## config.mk

```make
export PLATFORM = sky130hd
export DESIGN_NAME = alu_exec_unit
export DESIGN_NICKNAME = d
export VERILOG_FILES = /design/src/rtl/alu_exec_unit.sv
export SDC_FILE = /design/constraint.sdc
export NUM_CORES = 1
export LEC_CHECK = 0
export CAP_MARGIN = 20
export CORE_ASPECT_RATIO = 0.6
export CORE_MARGIN = 2
export CORE_UTILIZATION = 50
export DETAILED_ROUTE_END_ITERATION = 12
export MAX_ROUTING_LAYER = met4
export PLACE_DENSITY = 0.76
export SYNTH_ARGS = -nofsm -noshare
export SYNTH_HDL_FRONTEND = slang
export SYNTH_SLANG_ARGS = --single-unit
```

## constraint.sdc

```tcl
create_clock -name clk -period 7.17 [get_ports clk]
set_input_delay 1.434 -clock clk [delete_from_list [all_inputs] [get_ports clk]]
set_output_delay 1.434 -clock clk [all_outputs]
set_load 0.01 [all_outputs]
```

## src/rtl/alu_exec_unit.sv

```systemverilog
// Execute-stage ALU consuming the 4-bit ALU control code; ALU_EXEC_FAST_SHIFT_EN selects a barrel shifter.
// Latency: 1 cycle for non-shift/illegal ops; shifts take max(shamt,1) cycles (1 with the fast build).
// Backpressure: result registers hold while out_valid && !out_ready; in_ready drops until the result is taken.
module alu_exec_unit #(
    parameter int WIDTH   = 32,
    parameter int SHAMT_W = 5
) (
    input  logic               clk,
    input  logic               rst_n,
    input  logic               in_valid,
    output logic               in_ready,
    input  logic [3:0]         alu_ctrl,
    input  logic [WIDTH-1:0]   op_a,
    input  logic [WIDTH-1:0]   op_b,
    output logic               out_valid,
    input  logic               out_ready,
    output logic [WIDTH-1:0]   result,
    output logic               zero,
    output logic               illegal
);

    localparam logic [3:0] OP_AND = 4'b0000;
    localparam logic [3:0] OP_OR  = 4'b0001;
    localparam logic [3:0] OP_ADD = 4'b0010;
    localparam logic [3:0] OP_XOR = 4'b0100;
    localparam logic [3:0] OP_SLL = 4'b0101;
    localparam logic [3:0] OP_SUB = 4'b0110;
    localparam logic [3:0] OP_SLT = 4'b0111;
    localparam logic [3:0] OP_SRL = 4'b1000;
    localparam logic [3:0] OP_SRA = 4'b1101;

    logic               r_out_valid;
    logic [WIDTH-1:0]   r_result;
    logic               r_zero;
    logic               r_illegal;

    logic [SHAMT_W-1:0] w_shamt;
    logic [WIDTH-1:0]   w_res;
    logic               w_illegal;
    logic               w_accept;

    assign w_shamt   = op_b[SHAMT_W-1:0];
    assign out_valid = r_out_valid;
    assign result    = r_result;
    assign zero      = r_zero;
    assign illegal   = r_illegal;

`ifndef ALU_EXEC_FAST_SHIFT_EN
    typedef enum logic {ST_IDLE, ST_SHIFT} state_t;

    state_t             r_state;
    logic [WIDTH-1:0]   r_work;
    logic [SHAMT_W-1:0] r_cnt;
    logic [3:0]         r_ctrl;
    logic [WIDTH-1:0]   w_step;
    logic               w_is_shift;

    function automatic logic [WIDTH-1:0] f_shift1(input logic [3:0] ctrl, input logic [WIDTH-1:0] v);
        case (ctrl)
            OP_SLL:  f_shift1 = {v[WIDTH-2:0], 1'b0};
            OP_SRA:  f_shift1 = {v[WIDTH-1], v[WIDTH-1:1]};
            default: f_shift1 = {1'b0, v[WIDTH-1:1]};
        endcase
    endfunction

    assign w_step     = f_shift1(r_ctrl, r_work);
    assign w_is_shift = (alu_ctrl == OP_SLL) || (alu_ctrl == OP_SRL) || (alu_ctrl == OP_SRA);
    assign in_ready   = (r_state == ST_IDLE) && (!r_out_valid || out_ready);
`else
    assign in_ready   = !r_out_valid || out_ready;
`endif

    assign w_accept = in_valid && in_ready;

    always_comb begin
        w_res     = '0;
        w_illegal = 1'b0;
        case (alu_ctrl)
            OP_AND: w_res = op_a & op_b;
            OP_OR:  w_res = op_a | op_b;
            OP_ADD: w_res = op_a + op_b;
            OP_XOR: w_res = op_a ^ op_b;
            OP_SUB: w_res = op_a - op_b;
            OP_SLT: w_res = {{(WIDTH-1){1'b0}}, ($signed(op_a) < $signed(op_b))};
`ifdef ALU_EXEC_FAST_SHIFT_EN
            OP_SLL: w_res = op_a << w_shamt;
            OP_SRL: w_res = op_a >> w_shamt;
            OP_SRA: w_res = WIDTH'($signed(op_a) >>> w_shamt);
`else
            // The accept cycle performs the first single-bit step, so shamt cycles total.
            OP_SLL, OP_SRL, OP_SRA:
                    w_res = (w_shamt == '0) ? op_a : f_shift1(alu_ctrl, op_a);
`endif
            default: w_illegal = 1'b1;
        endcase
    end

    always_ff @(posedge clk or negedge rst_n) begin
        if (!rst_n) begin
            r_out_valid <= 1'b0;
            r_result    <= '0;
            r_zero      <= 1'b1;
            r_illegal   <= 1'b0;
`ifndef ALU_EXEC_FAST_SHIFT_EN
            r_state     <= ST_IDLE;
            r_work      <= '0;
            r_cnt       <= '0;
            r_ctrl      <= '0;
`endif
        end else begin
            if (r_out_valid && out_ready) begin
                r_out_valid <= 1'b0;
            end
`ifndef ALU_EXEC_FAST_SHIFT_EN
            if (r_state == ST_SHIFT) begin
                if (r_cnt == SHAMT_W'(1)) begin
                    r_result    <= w_step;
                    r_zero      <= (w_step == '0);
                    r_illegal   <= 1'b0;
                    r_out_valid <= 1'b1;
                    r_state     <= ST_IDLE;
                end else begin
                    r_work <= w_step;
                    r_cnt  <= r_cnt - SHAMT_W'(1);
                end
            end else
`endif
            if (w_accept) begin
`ifndef ALU_EXEC_FAST_SHIFT_EN
                if (w_is_shift && (w_shamt > SHAMT_W'(1))) begin
                    r_work  <= w_res;
                    r_cnt   <= w_shamt - SHAMT_W'(1);
                    r_ctrl  <= alu_ctrl;
                    r_state <= ST_SHIFT;
                end else
`endif
                begin
                    r_result    <= w_res;
                    r_zero      <= (w_res == '0);
                    r_illegal   <= w_illegal;
                    r_out_valid <= 1'b1;
                end
            end
        end
    end

endmodule

```

==> impl_metrics.json <==
{
  "status": "finished, final reports clean",
  "dp_hpwl_um": 31000,
  "yosysMostFrequentCell": "nand2_1",
  "clock.fmax_mhz": 172,
  "rsz0062_at_grt": "false",
  "drt_first_iter_violations": 1701,
  "numClockSinks": 77,
  "finClkSkew_ps": 6.20,
  "synthesis.nets": 1681,
  "ys_seq_area_frac": 0.179,
  "design_area_sq_um": 12300,
  "dp_cells": 1801,
  "path_class": "input port to register",
  "r2r_slack_ps": 3710,
  "nets": 1720,
  "cts_setup_buffers": 0,
  "post-route-drc-count": 0,
  "slew_viol_final": 0,
  "ctsHtreeMaxLevel": 3,
  "min_from": "illegal",
  "cts_buffer_depth": 2,
  "path_cells": "clkdlybuf4s50_1 > inv_1 > ha_1 > inv_1 > o31ai_1 > a31oi_1 > a311oi_1 > a211oi_2 > xnor2_1 > a221oi_1 > nand2_1 > nor4bb_1 > nand4_1 > o21ai_1",
  "cts_tree": "yes",
  "io_pins": 108,
  "critPathSlowestCell": "a311oi_1",
  "drive_gt1_frac": 0.0676,
  "finalSetupTns_ps": 0,
  "ant_nets": 0,
  "ys.flop_type": "dfrtp_1",
  "wl_per_cell_um": 22.2,
  "post-route-min-period_ps": 5810,
  "fin_crit_sh": 0.811,
  "slew_headroom": 0.317,
  "holdWs_ps": 479,
  "powerDensity_nw_per_um2": 236,
  "synth_edf_count": 0,
  "drv_cap": 0,
  "syn_area_sq_um": 10800,
  "cts_buffers": 9,
  "core-area_sq_um": 21100,
  "fp.dieW_um": 194,
  "area_delta_synth_final_pct": 13.8,
  "routed_wl_um": 40300,
  "hold_class": "register to register",
  "synth_top_area_share": 0.176,
  "critPathLaunchType": "input port",
  "synth_cells": 1495,
  "grt_start_max_net_pins": 78,
  "ys_ff_latch": 77,
  "critPathRequiredTime_ps": 7440,
  "grt_util_all_layers": 0.354,
  "dieHeight_um": 118,
  "gp_congestion": 1.05,
  "yosys-top-cells-area": "dfrtp_1 18%, ha_1 13%, nand2_1 6.9%",
  "fin_ws_ps": 1360,
  "cts-root-buf": "clkbuf_16",
  "post-route-util": 0.582,
  "synthArstFlopShare": 1.00,
  "reg2reg_from": "r_state",
  "ir_drop_mv": 0.254,
  "worstSkewPairLatency_ps": 340,
  "hold_viol": 0,
  "p_leak_nw": 5.18,
  "antenna_found_initial": 0,
  "crit_start": "op_a[9]",
  "rows": 41,
  "cp-end-kind": "register",
  "gr-total-overflow": 0,
  "pre_cts_ws_ps": 1270,
  "yosysTopAreaCell": "dfrtp_1",
  "port_buffers": 107,
  "dr.pass1.iters": 6,
  "synth.distinct_cells": 86,
  "placed_area_sq_um": 12000,
  "cts_hold_buf": 0,
  "cp_common_cell": "inv_1",
  "die_area_sq_um": 22800,
  "p_total_mw": 2.89,
  "num_vias": 12011,
  "setup_viol": 0,
  "grt_pass1_wl_um": 62700,
  "initial_core_util": 0.511,
  "cts.clk_slew.worst_paths_ps": 60,
  "synth_common_cells": "197 x nand2_1, 126 x inv_1, 121 x o21ai_0",
  "fin_cells": 1818,
  "postSynthAreaPerCell_sq_um": 7.21,
  "crit_arrival_ps": 6080,
  "grt_pass1_vias": 10976,
  "worst_pin_slew_ps": 1020,
  "crit_fanout": 16,
  "yosys_warnings": 0,
  "num_antenna_cells": 0,
  "worst_path_largest_cell_delay_ps": 690,
  "cts_resized": 0,
  "vias_per_cell": 6.61
}
[per-layer routing]
metal  vias to the layer above  wire length (um)  GRT usage
met5                         -                 0          -
met2                       750             15400      0.460
met3                        56              5230      0.103
met1                      5683             19000      0.536
met4                         0               656     0.0615
li1                       5522                 -          -
[cells in the final DEF (no fill, tap or decap), drive strengths merged, types with 8 or more instances in the layout]
master	instances
inv	128
o21a	10
nand3	42
a221oi	15
nor2b	13
a21o	12
o22ai	9
nand4	30
xnor2	14
nor2	113
clkdlybuf4s50	105
o21ai	133
a31oi	22
mux2i	43
ha	112
o211ai	29
and2	8
buf	21
nor4	31
and3	8
a21oi	113
o31ai	26
clkbuf	10
dfrtp	76
or2	8
nor3	29
mux2	13
or4	8
a211oi	29
nand2	197
[path summary, 6_finish.rpt]
path | end | depth (start not counted)
worst max-delay path | zero | 14
worst min register to register | illegal | 1
worst max register to register | zero | 11
worst min-delay path | illegal | 1
max in group asynchronous | zero | 2
min in group asynchronous | result[29] | 1
[layout make-up]
type | count | area, sq um
Multi-Input combinational cell | 1192 | 7990
Fill cell | 1976 | 8810
Sequential cell | 77 | 1930
Clock inverter | 6 | 63.8
Clock buffer | 10 | 229
Timing Repair Buffer | 126 | 1230
Tap cell | 279 | 349
Inverter | 128 | 480
[registers in the layout, indices dropped and copies added (netlist names)]
name,cells
illegal,1
r_cnt,5
r_work,32
r_state,1
out_valid,1
zero,1
result,32
r_ctrl,4
[power by group]
part           internal (mW)  switching, mW
clock                  0.269          0.180
combinational          0.644          0.974
sequential             0.643          0.181
[logic make-up (layout without fill, tap and decap cells)]
logic type / after synthesis / count (layout) / synth area share
AND/OR/NAND/NOR: 517 / 517 / 0.230
AO/OA/AOI/OAI: 489 / 489 / 0.307
buffers and inverters: 226 / 270 / 0.0846
adder cells (fa/ha/maj): 114 / 114 / 0.134
flip-flops: 77 / 77 / 0.179
multiplexers: 56 / 56 / 0.0535
XOR/XNOR: 16 / 16 / 0.0130
[critical path: cells and delay by family]
kind	cells	cell delay, ps
compound gates	6	2350
simple gates	3	570
xor+xnor	1	170
buf+inv	3	860
fa+ha+maj	1	670
(Power assumes the default switching activity.)
